File: config.mk
export PLATFORM = sky130hd
export DESIGN_NAME = audio_src_xfade
export DESIGN_NICKNAME = d
export VERILOG_FILES = /design/src/rtl/audio_pkg.sv /design/src/rtl/audio_peak_meter.sv /design/src/rtl/audio_src_xfade.sv
export SDC_FILE = /design/constraint.sdc
export NUM_CORES = 1
export LEC_CHECK = 0
export ABC_CLOCK_PERIOD_IN_PS = 4800
export BUFFER_PORTS_ARGS = -buffer_cell sky130_fd_sc_hd__buf_2
export CORE_ASPECT_RATIO = 1.25
export CORE_MARGIN = 4
export CORE_UTILIZATION = 55
export DETAILED_ROUTE_END_ITERATION = 10
export PLACE_DENSITY = 0.82
export SYNTH_ARGS = -nofsm -noshare
export SYNTH_HDL_FRONTEND = slang
export SYNTH_SLANG_ARGS = --single-unit
File: constraint.sdc
create_clock -name clk_i -period 4.8 [get_ports clk_i]
set_input_delay 0.96 -clock clk_i [delete_from_list [all_inputs] [get_ports clk_i]]
set_output_delay 0.96 -clock clk_i [all_outputs]
set_load 0.01 [all_outputs]
File: src/rtl/audio_pkg.sv
// Shared types and helpers for the line-out source selector and peak meter.
// Latency: n/a (declarations only).
// Backpressure: n/a.
//
// Contents:
//   SAMPLE_W      default audio sample width
//   sample_t      signed audio sample at the default width
//   xfade_state_e fade controller states
//   sat_abs()     saturating magnitude of a w-bit two's complement value
package audio_pkg;

    localparam int SAMPLE_W = 24;

    typedef logic signed [SAMPLE_W-1:0] sample_t;

    typedef enum logic [1:0] {
        RUN     = 2'd0,
        FADE_DN = 2'd1,
        MUTED   = 2'd2,
        FADE_UP = 2'd3
    } xfade_state_e;

    // Magnitude of a w-bit sample, presented sign-extended to 64 bits.
    // The most negative code has no positive twin, so it is clamped to
    // 2^(w-1)-1. The result always fits in w-1 bits.
    function automatic logic [63:0] sat_abs(input logic signed [63:0] v,
                                            input int unsigned        w);
        logic [63:0] lim;
        logic [63:0] mag;
        lim = (64'd1 << (w - 1)) - 64'd1;
        mag = v[63] ? 64'(-v) : 64'(v);
        return (mag > lim) ? lim : mag;
    endfunction

endpackage

File: src/rtl/audio_peak_meter.sv
// Decaying magnitude peak meter for LED/HEX display of the faded output.
// Latency: peak register updates 1 cycle after each i_vld strobe.
// Backpressure: none; every strobe is consumed.
//
// Ports:
//   i_clk, i_rst  clock and synchronous active-high reset
//   i_data        signed sample, i_vld qualifies it
//   o_peak        held peak magnitude, DATA_W-1 bits
module audio_peak_meter
    import audio_pkg::*;
#(
    parameter int DATA_W          = SAMPLE_W,
    parameter int PEAK_DECAY_LOG2 = 8
) (
    input  logic                     i_clk,
    input  logic                     i_rst,
    input  logic signed [DATA_W-1:0] i_data,
    input  logic                     i_vld,
    output logic        [DATA_W-2:0] o_peak
);

    localparam int MW = DATA_W - 1;

    logic [MW-1:0] r_peak;
    logic [MW-1:0] w_abs;
    logic [MW-1:0] w_decay;
    logic [MW-1:0] w_next;

    // Saturated magnitude always fits in MW bits, so the cast only drops zeros.
    assign w_abs   = MW'(sat_abs(64'(i_data), DATA_W));
    // Exponential decay: lose 1/2^PEAK_DECAY_LOG2 of the held value per sample.
    assign w_decay = r_peak - (r_peak >> PEAK_DECAY_LOG2);
    assign w_next  = (w_abs > w_decay) ? w_abs : w_decay;

    always_ff @(posedge i_clk) begin
        if (i_rst) begin
            r_peak <= '0;
        end else if (i_vld) begin
            r_peak <= w_next;
        end
    end

    assign o_peak = r_peak;

endmodule

File: src/rtl/audio_src_xfade.sv
// Click-free N-way line-out source selector with linear gain ramps and peak meter.
// Latency: 2 cycles from sample_valid_i to valid_o/data_o; peak_o 1 cycle later.
// Backpressure: none; one strobe per sample, back-to-back strobes are legal.
//
// Ports:
//   clk_i, rst_i     clock and synchronous active-high reset
//   sample_valid_i   one strobe per audio sample
//   src_data_i       packed sources, source k at [k*DATA_W +: DATA_W]
//   sel_i, mute_i    requested source (out-of-range -> 0) and mute request
//   data_o, valid_o  faded sample and its strobe
//   active_src_o     source currently routed
//   busy_o           high while a fade is pending or in progress
//   peak_o           decaying magnitude peak of data_o
module audio_src_xfade
    import audio_pkg::*;
#(
    parameter int DATA_W          = SAMPLE_W,
    parameter int N_SRC           = 4,
    parameter int RAMP_LOG2       = 6,
    parameter int PEAK_DECAY_LOG2 = 8
) (
    input  logic                        clk_i,
    input  logic                        rst_i,
    input  logic                        sample_valid_i,
    input  logic [N_SRC*DATA_W-1:0]     src_data_i,
    input  logic [$clog2(N_SRC)-1:0]    sel_i,
    input  logic                        mute_i,
    output logic [DATA_W-1:0]           data_o,
    output logic                        valid_o,
    output logic [$clog2(N_SRC)-1:0]    active_src_o,
    output logic                        busy_o,
    output logic [DATA_W-2:0]           peak_o
);

    localparam int SW = $clog2(N_SRC);
    localparam int GW = RAMP_LOG2 + 1;              // gain spans 0..FULL inclusive
    localparam int PW = DATA_W + RAMP_LOG2 + 1;     // product width, no overflow
    localparam logic [GW-1:0] FULL = GW'(1) << RAMP_LOG2;

    // Control state
    xfade_state_e      r_state;
    logic [GW-1:0]     r_g;
    logic [SW-1:0]     r_active;
    logic [SW-1:0]     r_target;

    // Datapath pipeline
    logic signed [DATA_W-1:0] r_x;      // stage 1: routed sample
    logic [GW-1:0]            r_xg;     // stage 1: gain in force for that sample
    logic                     r_v1;
    logic [DATA_W-1:0]        r_data;   // stage 2: faded sample
    logic                     r_vld;

    logic [DATA_W-1:0]        w_srcs [N_SRC];
    logic [SW-1:0]            w_sel;
    logic                     w_redirect;
    logic signed [PW-1:0]     w_x_ext;
    logic signed [PW-1:0]     w_g_ext;
    logic signed [PW-1:0]     w_prod;
    logic [DATA_W-1:0]        w_y;

    for (genvar k = 0; k < N_SRC; k++) begin : g_src
        assign w_srcs[k] = src_data_i[k*DATA_W +: DATA_W];
    end

    // Unused encodings of sel_i fall back to source 0.
    assign w_sel = (32'(sel_i) >= N_SRC) ? '0 : sel_i;

    // Any request that needs the current source taken down first.
    assign w_redirect = mute_i || (w_sel != r_active);

    // Gain is unsigned; zero-extend it before the signed multiply so that
    // FULL (MSB set) is not read as negative.
    assign w_x_ext = PW'(r_x);
    assign w_g_ext = signed'(PW'(r_xg));
    assign w_prod  = w_x_ext * w_g_ext;
    assign w_y     = DATA_W'(w_prod >>> RAMP_LOG2);

    always_ff @(posedge clk_i) begin
        if (rst_i) begin
            r_state  <= FADE_UP;
            r_g      <= '0;
            r_active <= '0;
            r_target <= '0;
            r_x      <= '0;
            r_xg     <= '0;
            r_v1     <= 1'b0;
            r_data   <= '0;
            r_vld    <= 1'b0;
        end else begin
            r_v1  <= sample_valid_i;
            r_vld <= r_v1;
            if (r_v1) begin
                r_data <= w_y;
            end

            if (sample_valid_i) begin
                // The sample is scaled by the gain from before this update.
                r_x  <= signed'(w_srcs[r_active]);
                r_xg <= r_g;

                unique case (r_state)
                    RUN: begin
                        if (w_redirect) begin
                            r_state  <= FADE_DN;
                            r_target <= w_sel;
                        end
                    end

                    FADE_DN: begin
                        // Later sel changes only retarget; the ramp carries on.
                        r_target <= w_sel;
                        // g may already be 0 if a fade-up was interrupted at
                        // its very start, so treat <=1 as arriving at silence.
                        if (r_g <= GW'(1)) begin
                            r_g      <= '0;
                            r_active <= r_target;
                            r_state  <= mute_i ? MUTED : FADE_UP;
                        end else begin
                            r_g <= r_g - GW'(1);
                        end
                    end

                    MUTED: begin
                        r_g <= '0;
                        if (!mute_i) begin
                            r_active <= w_sel;
                            r_target <= w_sel;
                            r_state  <= FADE_UP;
                        end
                    end

                    FADE_UP: begin
                        // Reversing holds g for this sample, so the way down
                        // starts exactly where the way up stopped.
                        if (w_redirect) begin
                            r_state  <= FADE_DN;
                            r_target <= w_sel;
                        end else if (r_g >= FULL - GW'(1)) begin
                            r_g     <= FULL;
                            r_state <= RUN;
                        end else begin
                            r_g <= r_g + GW'(1);
                        end
                    end

                    default: begin
                        r_state <= FADE_UP;
                    end
                endcase
            end
        end
    end

    audio_peak_meter #(
        .DATA_W          (DATA_W),
        .PEAK_DECAY_LOG2 (PEAK_DECAY_LOG2)
    ) u_peak (
        .i_clk  (clk_i),
        .i_rst  (rst_i),
        .i_data (signed'(r_data)),
        .i_vld  (r_vld),
        .o_peak (peak_o)
    );

    assign data_o       = r_data;
    assign valid_o      = r_vld;
    assign active_src_o = r_active;
    assign busy_o       = (r_state != RUN);

endmodule
* Yosys cells after proc, flatten, opt, wreduce, memory -nomap -nowiden
Index checks and enable logic that the tools add are counted.
** Word-level totals
- Register bits after elaboration :: 93
- Word-level logic and storage cells :: 63
- Input port bits :: 102
- Output and inout port bits :: 51
** Cells by class
- Magnitude comparators :: 5
- Reductions and logical operators :: 10
- Equality and inequality tests :: 10
- Mux-type cells :: 22
- Add/sub/neg operators :: 4
- Bitwise logic cells :: 1
- $mul :: 1
** Operators with widths (number)
- $gt A64 B23 Y1 const B :: 1
- $mux W64 :: 1
- $neg A24 Y64 :: 1
- $bmux W24 S2 :: 1
- $mux W24 :: 2
- $mux W23 :: 2
- $mul A24 B8 Y30 :: 1
- $gt A23 B23 Y1 :: 1
- $sub A23 B15 Y23 :: 1
- $mux W7 :: 3
- $pmux W7 S3 :: 1
- $mux W2 :: 8
- $ne A2 B2 Y1 const B :: 4
- $pmux W2 S4 :: 1
- $add A7 B1 Y7 const B :: 1
- $ge A7 B6 Y1 const B :: 1
- $le A7 B1 Y1 const B :: 1
- $sub A7 B1 Y7 const B :: 1
- $pmux W2 S3 :: 1
- $reduce_and A3 Y1 :: 2
- $reduce_and A5 Y1 :: 1
- $eq A2 B2 Y1 const B :: 2
- $pmux W2 S2 :: 1
- $reduce_and A4 Y1 :: 1
- other kinds (12) :: 13

* Depth between registers and ports, before layout
Gate-level depths: netlist of the first run.
- Depth after elaboration :: 6
- Gate-level depth with buffers :: 22
- Depth with buffers taken out :: 20

* Hierarchy
Synthesis of the first run repeated with hierarchy kept, for this count alone.
** Second synthesis, totals
- Cell total of the unflattened synthesis :: 1457
- Area total of the unflattened synthesis :: 12420.7 µm²
** By module, submodules not included
- audio_src_xfade :: sequential area each 1401.3 µm², area each 9141.3 µm², instances 1, cells each 1005
- audio_peak_meter :: sequential area each 460.4 µm², area each 3279.4 µm², instances 1, cells each 452

* Least setup slack after synthesis of the first run
Ideal clock, no wire load.
- Path kind :: reg2reg
- Start :: register r_xg[4]
- End :: register r_data[17], in the netlist data_o[17]
- Path buffers :: 1
- Slack :: 0.073 ns
- Required time :: 4.683 ns
- Setup time :: 0.117 ns
- Arrival :: 4.610 ns
- Clock period less this slack :: 4.727 ns
- Stages on the path, launching flop included :: 17
- Path through :: dfxtp_1 -> clkbuf_1 -> nand2_1 -> fa_1 -> fa_1 -> inv_1 -> fa_1 -> fa_1 -> ha_1 -> a21o_1 -> a21oi_1 -> o21ai_1 -> o311a_1 -> a221o_1 -> a31oi_1 -> xnor2_1 -> a22o_1
** On the way
- Word-level cells in the longest chain between the ends :: 1
** Ends and longest elaborated chain
- start, declared :: RTL line audio_src_xfade.sv:48 : logic [GW-1:0] r_xg;
- start signal, assigned :: RTL line audio_src_xfade.sv:99 : r_xg <= r_g;
- $mul A24 B8 Y30 :: RTL line audio_src_xfade.sv:75 : assign w_prod = w_x_ext * w_g_ext;
- end signal, assigned :: RTL line audio_src_xfade.sv:93 : r_data <= w_y;
- end, declared :: RTL line audio_src_xfade.sv:50 : logic [DATA_W-1:0] r_data;
No other way between the ends.
A chain may end at the register's enable or synchronous reset.

* Final worst setup path of the first run
- Start :: register r_xg[3]
- End :: register r_data[22], in the netlist data_o[22]
The elaborated chain is that of the path after synthesis.

==> impl_metrics.json, run 1 <==
{
  "outcome": "completed",
  "residual_antenna_violating_net_count_after_detailed_routing": 0,
  "cp_slowest_stage_delay_ns": 0.53,
  "ir_drop_worst_vdd_mv": 0.4910,
  "synthesis.area_sq_um": 12020,
  "crit_type": "flop to flop",
  "worstMarginPinSlew_ns": 1.063,
  "async_reset_ff_share_pct": 0,
  "finalCritPeriodShare_pct": 98.67,
  "clock_root_buffer_master": "sky130_fd_sc_hd__clkbuf_16",
  "synth-seq-cells": 93,
  "detail_route.first_pass.iterations": 5,
  "final_core_utilization_pct": 64.81,
  "initial_utilization_pct": 55.80,
  "report.final.slew_viol_count": 0,
  "antenna_found_initial": 0,
  "grt_pass1_wl_um": 49810,
  "clock_tree_buf_depth": 2,
  "htreeDepth": 3,
  "multi_input_area_sq_um": 9428,
  "path_delay_family": "adder cells",
  "vias_after_detailed_routing": 10551,
  "routedWlPerCell_um": 16.22,
  "antenna_cells_inserted": 0,
  "grt_remaining_overflow": 0,
  "die_extent_in_y_um": 173.3,
  "rsz_0062_raised_after_global_routing": "true",
  "period_needed_ns": 4.736,
  "avgViaCountPerCell": 5.713,
  "crit_fanout": 7,
  "fin_nets": 1890,
  "min_path_type": "flop to flop",
  "place.port_buffers": 152,
  "worstReg2RegStart": "r_xg[3]$_SDFFE_PP0P_",
  "timing.reg2reg.setup_slack_ns": 0.06,
  "synth_cell_type_count": 68,
  "synth.avg_cell_area_sq_um": 8.680,
  "gp_routability_congestion": 0.9451,
  "p_per_area_nw_per_um2": 364.1,
  "mostFrequentLayoutCells": "sky130_fd_sc_hd__inv_1, sky130_fd_sc_hd__buf_2, sky130_fd_sc_hd__and2_1",
  "number_of_global_route_vias_before_repair": 10796,
  "die_area_sq_um": 24300,
  "crit_path_end_kind": "flop",
  "grt.total_usage_pct": 24.30,
  "setup_violations": 0,
  "syn-instance-count": 1385,
  "syn_nets": 1712,
  "critical_path_buf_inv_count": 4,
  "remaining_drc_errors": 0,
  "numCtsBuffers": 9,
  "yosysWarnings": 0,
  "critPathArrivalTime_ns": 4.99,
  "static-leakage-power_nw": 6.858,
  "n_fill_cell": 1729,
  "finalWirelength_um": 29960,
  "drive_gt1_share_pct": 21.11,
  "relSlewSlack_pct": 29.01,
  "design.portCount": 153,
  "ff_latch_area_sq_um": 1887,
  "required_worst_endpoint_ns": 5.06,
  "timing.critical_path.cells": "buf_2, and2_1, fa_1, fa_1, inv_1, fa_1, inv_1, fa_1, ha_1, buf_4, a21oi_1, a2bb2oi_2, a21oi_1, nor2_2, a31oi_4, a21oi_2, o21ai_0, a32o_1",
  "worst_hold_startpoint": "u_peak.o_peak[5]$_SDFFE_PP0P_",
  "setup_tns_ns": 0,
  "finalHoldViolations": 0,
  "die_w_um": 140.2,
  "crit_start": "r_xg[3]$_SDFFE_PP0P_",
  "core-area_sq_um": 21550,
  "detail_route.iter0.violations": 690,
  "synth_edf_count": 0,
  "worstSkewPairLatency_ns": 0.36,
  "max-cap-violations": 0,
  "yosys_most_used_dff": "sky130_fd_sc_hd__dfxtp_1",
  "grt_max_degree": 49,
  "critical_path.startpoint_type": "flop",
  "layout_commonest_cell": "sky130_fd_sc_hd__inv_1",
  "clock-sinks": 93,
  "row_count": 60,
  "maximum_frequency_from_static_timing_analysis_mhz": 211.1,
  "synth_sequential_area_ratio_pct": 15.49,
  "clk_pin_slew_ns": 0.08,
  "crit_top_cell": "sky130_fd_sc_hd__fa_1",
  "syn2layout_area_growth_pct": 16.15,
  "tritoncts": "built",
  "clock-skew-final_ns": 0.007625,
  "crit_path_top_delay_cell": "sky130_fd_sc_hd__fa_1",
  "detailedPlacementHpwl_um": 23870
}
## layer usage
metal | GRT usage (%) | vias to the layer above | share of wire, %
met5 | 0 | - | 0
met4 | 7.795 | 0 | 3.0
met3 | 3.173 | 72 | 6.1
met1 | 31.06 | 5047 | 41
li1 | - | 5016 | -
met2 | 42.55 | 416 | 50
## final cells by class
cell class                      instances  area share [%]
Multi-Input combinational cell       1055           67.52
Sequential cell                        93           13.51
Timing Repair Buffer                  227           9.633
Inverter                              177           4.758
Tap cell                              279           2.500
Clock buffer                            9           1.613
Clock inverter                          7          0.4659
## path summary, 6_finish.rpt
kind / end / cells after the start
min: u_peak.o_peak[5]$_SDFFE_PP0P_ / 2
max: data_o[22]$_SDFFE_PP0P_ / 18
min reg2reg: u_peak.o_peak[5]$_SDFFE_PP0P_ / 2
max reg2reg: data_o[22]$_SDFFE_PP0P_ / 18
## metrics by stage
stage               hold WS, ns  area, sq um  worst slack (ns)  total power [mW]  instances
detailed placement       0.4928        13410          -0.09429             4.192       1825
finish                   0.5006        13960           0.06386             5.084       1847
CTS                      0.5024        13710           0.01650             4.943       1841
global placement         0.4777        13410           0.05623             4.100       1825
global route             0.5209        13960          -0.08760             5.463       1847
floorplan                0.4627        12020           0.07313             3.205       1385
## worst min-delay path: stages, from the launching register on
cell	delay (ns)
sky130_fd_sc_hd__dfxtp_1	0.32
sky130_fd_sc_hd__nor2_1	0.08
sky130_fd_sc_hd__a311oi_1	0.05
## cell families (layout without fill, tap and decap cells)
family                   after synthesis  in the layout  share of synthesized area, %
AO/OA/AOI/OAI                        211            211                         11.92
XOR/XNOR                              64             64                         4.663
adder cells (fa/ha/maj)              225            225                         30.97
buffers and inverters                237            420                         7.639
flip-flops                            93             93                         15.49
multiplexers                          77             77                         8.909
AND/OR/NAND/NOR                      478            478                         20.41
## power breakdown
part / switching [mW] / internal (mW)
sequential: 0.157 / 0.865
combinational: 1.81 / 1.52
clock: 0.368 / 0.365
## flip-flops by register name, indices dropped and copies added, names as in the netlist
signal,cells
data_o,24
r_x,24
u_peak.o_peak,23
r_g,7
r_xg,7
active_src_o,2
r_state,2
r_target,2
r_v1,1
valid_o,1
## timing repair
action / CTS / global route
setup buffers: 0 / 6
pin swaps: 0 / 25
hold buffers: 0 / 0
resized for setup: 7 / 57
setup endpoints to repair: 6 / 34
## cells in the mapped netlist, types with 3 or more instances
cell type	count	area, sq um
sky130_fd_sc_hd__inv_1	177	664.4
sky130_fd_sc_hd__and2_1	130	813.3
sky130_fd_sc_hd__fa_1	121	2422
sky130_fd_sc_hd__nand2_1	111	416.7
sky130_fd_sc_hd__ha_1	104	1301
sky130_fd_sc_hd__nor2_1	104	390.4
sky130_fd_sc_hd__dfxtp_1	93	1862
sky130_fd_sc_hd__mux2i_1	53	530.5
sky130_fd_sc_hd__clkbuf_1	43	161.4
sky130_fd_sc_hd__a21oi_1	41	205.2
sky130_fd_sc_hd__xnor2_1	37	324.1
sky130_fd_sc_hd__nor3_1	29	145.1
sky130_fd_sc_hd__o21ai_0	29	145.1
sky130_fd_sc_hd__xor2_1	27	236.5
sky130_fd_sc_hd__mux4_2	24	540.5
sky130_fd_sc_hd__a31oi_1	22	137.6
sky130_fd_sc_hd__nand3_1	19	95.09
sky130_fd_sc_hd__a211oi_1	18	135.1
sky130_fd_sc_hd__a21o_1	17	127.6
sky130_fd_sc_hd__nor2b_1	14	87.58
sky130_fd_sc_hd__nand2b_1	12	75.07
sky130_fd_sc_hd__nand4_1	12	75.07
sky130_fd_sc_hd__o21a_1	11	82.58
sky130_fd_sc_hd__and3_1	10	62.56
sky130_fd_sc_hd__o211ai_1	10	75.07
sky130_fd_sc_hd__buf_2	7	35.03
sky130_fd_sc_hd__o31ai_1	7	52.55
sky130_fd_sc_hd__or3_1	7	43.79
sky130_fd_sc_hd__a311oi_1	6	52.55
sky130_fd_sc_hd__or2_2	6	37.54
sky130_fd_sc_hd__a22o_1	5	43.79
sky130_fd_sc_hd__a31o_2	5	43.79
sky130_fd_sc_hd__buf_1	5	18.77
sky130_fd_sc_hd__nor4_1	5	31.28
sky130_fd_sc_hd__o22ai_1	5	31.28
sky130_fd_sc_hd__a211o_1	4	35.03
sky130_fd_sc_hd__buf_4	4	30.03
sky130_fd_sc_hd__nor3b_1	4	30.03
sky130_fd_sc_hd__o21ai_1	3	15.01
sky130_fd_sc_hd__o21bai_1	3	22.52
sky130_fd_sc_hd__o32ai_1	3	26.28
sky130_fd_sc_hd__or4_1	3	22.52
Power figures use the tool's default switching activity.
==> run 2: changes to the inputs <==
--- a/config.mk
+++ b/config.mk
@@ -5,7 +5,7 @@
 export SDC_FILE = /design/constraint.sdc
 export NUM_CORES = 1
 export LEC_CHECK = 0
-export ABC_CLOCK_PERIOD_IN_PS = 4800
+export ABC_CLOCK_PERIOD_IN_PS = 3900
 export BUFFER_PORTS_ARGS = -buffer_cell sky130_fd_sc_hd__buf_2
 export CORE_ASPECT_RATIO = 1.25
 export CORE_MARGIN = 4
==> constraint.sdc (replaced) <==
create_clock -name clk_i -period 3.9 [get_ports clk_i]
set_input_delay 0.78 -clock clk_i [delete_from_list [all_inputs] [get_ports clk_i]]
set_output_delay 0.78 -clock clk_i [all_outputs]
set_load 0.01 [all_outputs]
==> run 2 against run 1 <==
Compared with the run above: the flow now finishes with violations (negative setup slack); critical path depth is the same; global-route usage rose by 8.1 points; sequential share of layout area is 2.3 points lower.
==> impl_metrics.json, run 2 (synthesized netlist as in run 1, its figures left out) <==
{
  "outcome": "complete, but fails checks",
  "violations_in_the_final_reports": "negative setup slack",
  "required_worst_endpoint_ns": 4.22,
  "clock_root_buffer_master": "sky130_fd_sc_hd__clkbuf_16",
  "holdWs_ns": 0.4979,
  "htreeDepth": 3,
  "hold_path_depth": 2,
  "critical_path_depth": 18,
  "avgViaCountPerCell": 6.008,
  "timing.reg2reg.worst_path_depth": 18,
  "detail_route.iter0.violations": 923,
  "dpl.cell_count": 2023,
  "routedWlPerCell_um": 20.75,
  "row_count": 60,
  "clock-sinks": 93,
  "n_fill_cell": 1189,
  "maximum_frequency_from_static_timing_analysis_mhz": 202.7,
  "syn2layout_area_growth_pct": 40.13,
  "critPathArrivalTime_ns": 5.25,
  "grt_pass1_wl_um": 64350,
  "crit_type": "flop to flop",
  "antenna_cells_inserted": 0,
  "report.final.slew_viol_count": 0,
  "design.portCount": 153,
  "worst_case_hold_path_end_point": "r_target[1]$_SDFFE_PP0P_",
  "clock_tree_buf_depth": 2,
  "crit_path_top_delay_cell": "sky130_fd_sc_hd__fa_1",
  "die_w_um": 140.2,
  "worst_hold_startpoint": "r_target[1]$_SDFFE_PP0P_",
  "die_extent_in_y_um": 173.3,
  "core-area_sq_um": 21550,
  "post-route-cell-area_sq_um": 16850,
  "grt_remaining_overflow": 0,
  "gp_routability_congestion": 0.9289,
  "placed_cell_area_sq_um": 15310,
  "residual_antenna_violating_net_count_after_detailed_routing": 0,
  "worstReg2RegStart": "r_xg[3]$_SDFFE_PP0P_",
  "crit_fanout": 5,
  "ir_drop_worst_vdd_mv": 0.6490,
  "setup_violations": 45,
  "path_delay_family": "adder cells",
  "finalPower_mw": 8.358,
  "worstSkewPairLatency_ns": 0.37,
  "finalCritPeriodShare_pct": 126.5,
  "relSlewSlack_pct": 46.45,
  "detail_route.first_pass.iterations": 6,
  "period_needed_ns": 4.933,
  "critical_path_buf_inv_count": 5,
  "cellInternalPower_mw": 4.547,
  "drive_gt1_share_pct": 38.42,
  "grt.total_usage_pct": 32.44,
  "timing.reg2reg.setup_slack_ns": -1.03,
  "rsz_0062_raised_after_global_routing": "true",
  "die_area_sq_um": 24300,
  "seqPwrFrac_pct": 14.3,
  "final_core_utilization_pct": 78.19,
  "vias_after_detailed_routing": 12544,
  "place.port_buffers": 152,
  "static-leakage-power_nw": 8.265,
  "p_per_area_nw_per_um2": 496.1,
  "layout_commonest_cell": "sky130_fd_sc_hd__buf_4",
  "number_of_global_route_vias_before_repair": 13202,
  "grt_max_degree": 43,
  "initial_utilization_pct": 55.80,
  "power.share.switching_pct": 45.60,
  "clk_pin_slew_ns": 0.08,
  "critical_path.startpoint_type": "flop",
  "min_path_type": "flop to flop",
  "crit_top_cell": "sky130_fd_sc_hd__fa_1",
  "mostFrequentLayoutCells": "sky130_fd_sc_hd__buf_4, sky130_fd_sc_hd__inv_1, sky130_fd_sc_hd__buf_2",
  "fin_nets": 2131,
  "worstMarginPinSlew_ns": 0.8021,
  "pwr-share-clk_pct": 11.0,
  "timing.critical_path.cells": "buf_6, and2_4, fa_1, fa_1, inv_2, fa_1, inv_2, fa_1, ha_4, buf_4, nand4_1, buf_4, nor2_4, nand3_1, o21ai_2, a21oi_2, nor4b_1, a211o_1",
  "clock-skew-final_ns": 0.006965,
  "max-cap-violations": 0,
  "tritoncts": "built",
  "crit_path_end_kind": "flop",
  "switching_power_summed_over_all_nets_mw": 3.811,
  "finalNonFillerCells": 2088,
  "remaining_drc_errors": 0,
  "critical_path.reg2reg.endpoint": "data_o[15]$_SDFFE_PP0P_",
  "finalWirelength_um": 43330,
  "finalHoldViolations": 0,
  "cp_slowest_stage_delay_ns": 0.56,
  "detailedPlacementHpwl_um": 27590,
  "finalWorstSetupSlack_ns": -1.033,
  "numCtsBuffers": 9,
  "combinationalPowerShare_pct": 74.8,
  "antenna_found_initial": 0
}
-- run 2: cell count changes in the layout (fill, tap and decap cells not counted), sizes merged --
cell      delta
inv          -1
clkinvlp     -1
clkinv       +2
buf        +241
-- run 2: timing repair --
| action | 4_1_cts | 5_1_grt |
|---|---|---|
| hold buffers | 0 | 0 |
| resized for setup | 116 | 94 |
| gates cloned | 2 | 0 |
| pin swaps | 83 | 63 |
| setup buffers | 26 | 29 |
| setup endpoints to repair | 44 | 47 |
-- run 2: area by class of cell --
cell class	instances	area [sq um]	share of cell area, %
multi-input combinational	1055	10320	61.24
sequential	93	1886	11.19
timing repair buffer	468	3337	19.81
inverter	177	664.4	3.944
tap	279	349.1	2.072
clock buffer	9	225.2	1.337
clock inverter	7	67.56	0.4011
-- run 2: worst max path at each step --
stage	start	endpoint	slack (ns)
2_1_floorplan	r_xg[2]$_SDFFE_PP0P_	data_o[17]$_SDFFE_PP0P_	-0.47
3_3_place_gp	r_xg[2]$_SDFFE_PP0P_	data_o[21]$_SDFFE_PP0P_	-0.62
3_5_place_dp	r_xg[2]$_SDFFE_PP0P_	data_o[23]$_SDFFE_PP0P_	-0.83
4_1_cts	r_xg[4]$_SDFFE_PP0P_	data_o[17]$_SDFFE_PP0P_	-0.68
5_1_grt	r_xg[4]$_SDFFE_PP0P_	data_o[23]$_SDFFE_PP0P_	-1.11
6_report	r_xg[3]$_SDFFE_PP0P_	data_o[15]$_SDFFE_PP0P_	-1.03
-- run 2: metrics by stage --
stage	setup TNS, ns	setup slack [ns]
3_5_place_dp	-23.99	-0.8317
4_1_cts	-17.02	-0.6799
3_3_place_gp	-19.25	-0.6225
6_report	-27.13	-1.033
2_1_floorplan	-5.279	-0.4707
5_1_grt	-30.96	-1.109
-- run 2: tightest hold or removal path, stage by stage (launching register included) --
cell	delay, ns
sky130_fd_sc_hd__dfxtp_1	0.33
sky130_fd_sc_hd__mux2i_1	0.07
sky130_fd_sc_hd__nor2_1	0.07
-- run 2: power groups by stage --
stage	registers, mW	clock network [mW]	logic (mW)
2_1_floorplan	1.22	0	2.93
3_3_place_gp	1.20	0	4.52
3_5_place_dp	1.21	0	4.66
4_1_cts	1.18	0.912	5.66
5_1_grt	1.20	0.958	6.63
6_report	1.19	0.916	6.25
-- run 2: metal layers --
metal | vias up | global-route usage, % | part of all wire [%]
met3 | 269 | 4.553 | 7.4
met5 | - | 0 | 0
met4 | 0 | 18.86 | 7.8
met1 | 5980 | 35.10 | 34
met2 | 797 | 59.56 | 51
li1 | 5498 | - | -
==> run 3: changes to the inputs <==
--- a/config.mk
+++ b/config.mk
@@ -11,7 +11,7 @@
 export CORE_MARGIN = 4
 export CORE_UTILIZATION = 55
 export DETAILED_ROUTE_END_ITERATION = 10
-export PLACE_DENSITY = 0.82
+export PLACE_DENSITY = 0.79
 export SYNTH_ARGS = -nofsm -noshare
 export SYNTH_HDL_FRONTEND = slang
 export SYNTH_SLANG_ARGS = --single-unit
==> run 3 against run 2 <==
Compared with the run above: final cell count rose by 0.86%; critical path depth fell by 2; the flow still finishes with violations (negative setup slack); design area barely moved; largest power group unchanged; critical endpoint is now data_o[21]$_SDFFE_PP0P_.
==> impl_metrics.json, run 3 (synthesized netlist as in run 1, its figures left out) <==
{
  "outcome": "complete, but fails checks",
  "violations_in_the_final_reports": "negative setup slack",
  "hold_path_depth": 2,
  "path_delay_family": "adder cells",
  "clock_tree_buf_depth": 2,
  "fin_nets": 2149,
  "critical_path_buf_inv_count": 3,
  "groute.layer.met2.usage_pct": 56.39,
  "finalNonFillerCells": 2106,
  "clock-skew-final_ns": 0.009416,
  "core-area_sq_um": 21550,
  "static-leakage-power_nw": 8.340,
  "maximum_frequency_from_static_timing_analysis_mhz": 213.2,
  "critical_path.reg2reg.endpoint": "data_o[21]$_SDFFE_PP0P_",
  "drive_gt1_share_pct": 38.42,
  "finalHoldViolations": 0,
  "holdWs_ns": 0.5081,
  "numCtsBuffers": 9,
  "antenna_cells_inserted": 0,
  "crit_top_cell": "sky130_fd_sc_hd__fa_1",
  "relSlewSlack_pct": 63.78,
  "required_worst_endpoint_ns": 4.17,
  "worstMarginPinSlew_ns": 0.5433,
  "min_path_type": "flop to flop",
  "avgViaCountPerCell": 5.893,
  "report.final.slew_viol_count": 0,
  "cp_slowest_stage_delay_ns": 0.55,
  "worstSkewPairLatency_ns": 0.37,
  "grt_max_degree": 43,
  "layout_commonest_cell": "sky130_fd_sc_hd__buf_4",
  "mostFrequentLayoutCells": "sky130_fd_sc_hd__buf_4, sky130_fd_sc_hd__inv_1, sky130_fd_sc_hd__buf_2",
  "place.port_buffers": 152,
  "busiest_layer": "met2",
  "die_extent_in_y_um": 173.3,
  "worst_case_hold_path_end_point": "r_target[0]$_SDFFE_PP0P_",
  "final_core_utilization_pct": 78.21,
  "timing.reg2reg.worst_path_depth": 16,
  "place_worst_setup_slack_ns": -0.8067,
  "worstReg2RegStart": "r_xg[3]$_SDFFE_PP0P_",
  "crit_path_end_kind": "flop",
  "htreeDepth": 3,
  "number_of_global_route_vias_before_repair": 12995,
  "detail_route.first_pass.iterations": 5,
  "crit_path_top_delay_cell": "sky130_fd_sc_hd__fa_1",
  "residual_antenna_violating_net_count_after_detailed_routing": 0,
  "finalWorstSetupSlack_ns": -0.7911,
  "critical_path.startpoint_type": "flop",
  "critPathArrivalTime_ns": 4.96,
  "grt_pass1_wl_um": 61850,
  "vias_after_detailed_routing": 12411,
  "dpl.cell_count": 2034,
  "crit_fanout": 8,
  "p_per_area_nw_per_um2": 525.4,
  "finalPower_mw": 8.853,
  "die_w_um": 140.2,
  "gp_routability_congestion": 0.9084,
  "timing.reg2reg.setup_slack_ns": -0.79,
  "remaining_drc_errors": 0,
  "routedWlPerCell_um": 19.62,
  "syn2layout_area_growth_pct": 40.18,
  "antenna_found_initial": 0,
  "clock_root_buffer_master": "sky130_fd_sc_hd__clkbuf_16",
  "clk_pin_slew_ns": 0.08,
  "row_count": 60,
  "gr-usage-met3_pct": 3.753,
  "clock-sinks": 93,
  "crit_type": "flop to flop",
  "design.portCount": 153,
  "setup_violations": 44,
  "die_area_sq_um": 24300,
  "worst_hold_startpoint": "r_target[0]$_SDFFE_PP0P_",
  "period_needed_ns": 4.691,
  "max-cap-violations": 0,
  "rsz_0062_raised_after_global_routing": "true",
  "tritoncts": "built",
  "cts-hold-fix-buffers": 0,
  "finalWirelength_um": 41330,
  "detail_route.iter0.violations": 908,
  "timing.critical_path.cells": "buf_6, and2_4, fa_1, fa_1, inv_1, fa_1, inv_1, fa_1, ha_4, nand4_1, nor4_4, nand3_4, a31oi_4, a21oi_2, xnor2_1, a22o_1",
  "grt.total_usage_pct": 30.85,
  "grt_remaining_overflow": 0,
  "detailedPlacementHpwl_um": 27520,
  "finalCritPeriodShare_pct": 120.3,
  "gr_met1_demand_resource_pct": 34.32,
  "initial_utilization_pct": 55.80,
  "ir_drop_worst_vdd_mv": 0.7553
}
-- run 3: through the flow --
| step | cell area (sq um) | setup TNS [ns] |
|---|---|---|
| global placement | 15380 | -20.29 |
| CTS | 16420 | -18.25 |
| global route | 16850 | -34.82 |
| floorplan | 12480 | -5.279 |
| finish | 16850 | -26.94 |
| detailed placement | 15380 | -24.37 |
-- run 3: per-layer routing --
metal / share of wire (%) / vias to the layer above
met5: 0 / -
met4: 6.4 / 0
met3: 6.3 / 213
met2: 52 / 691
met1: 35 / 5979
li1: - / 5528
-- run 3: how the worst max path moves through the flow --
stage,to,cells past startpoint,start
after detailed placement,data_o[21]$_SDFFE_PP0P_,16,r_xg[2]$_SDFFE_PP0P_
after CTS,data_o[10]$_SDFFE_PP0P_,17,r_xg[4]$_SDFFE_PP0P_
final,data_o[21]$_SDFFE_PP0P_,16,r_xg[3]$_SDFFE_PP0P_
after floorplan,data_o[17]$_SDFFE_PP0P_,16,r_xg[2]$_SDFFE_PP0P_
after global placement,data_o[21]$_SDFFE_PP0P_,16,r_xg[4]$_SDFFE_PP0P_
after global routing,data_o[10]$_SDFFE_PP0P_,17,r_xg[4]$_SDFFE_PP0P_
-- run 3: where the power goes --
group	total, mW	internal, mW	switching [mW]
combinational	6.72	3.34	3.38
sequential	1.19	1.07	0.120
clock	0.946	0.497	0.450
-- run 3: repair_timing --
item / CTS / global route
pin swaps: 75 / 64
resized for setup: 110 / 83
setup buffers: 39 / 18
setup endpoints to repair: 44 / 46
gates cloned: 4 / 0
-- run 3: worst min-delay path, delay by kind of cell, from the launching register on --
family	cells	cell delay (ns)
flops	1	0.33
mux	1	0.07
simple gates	1	0.08
-- run 3: area by class of cell --
cell class              count  area [sq um]
clock inverters             4         37.54
inverters                 177         664.4
fillers                  1265          4695
well taps                 279         349.1
flip-flops and latches     93          1886
multi-input cells        1055         10200
repair buffers            486          3445
clock buffers              12         266.5
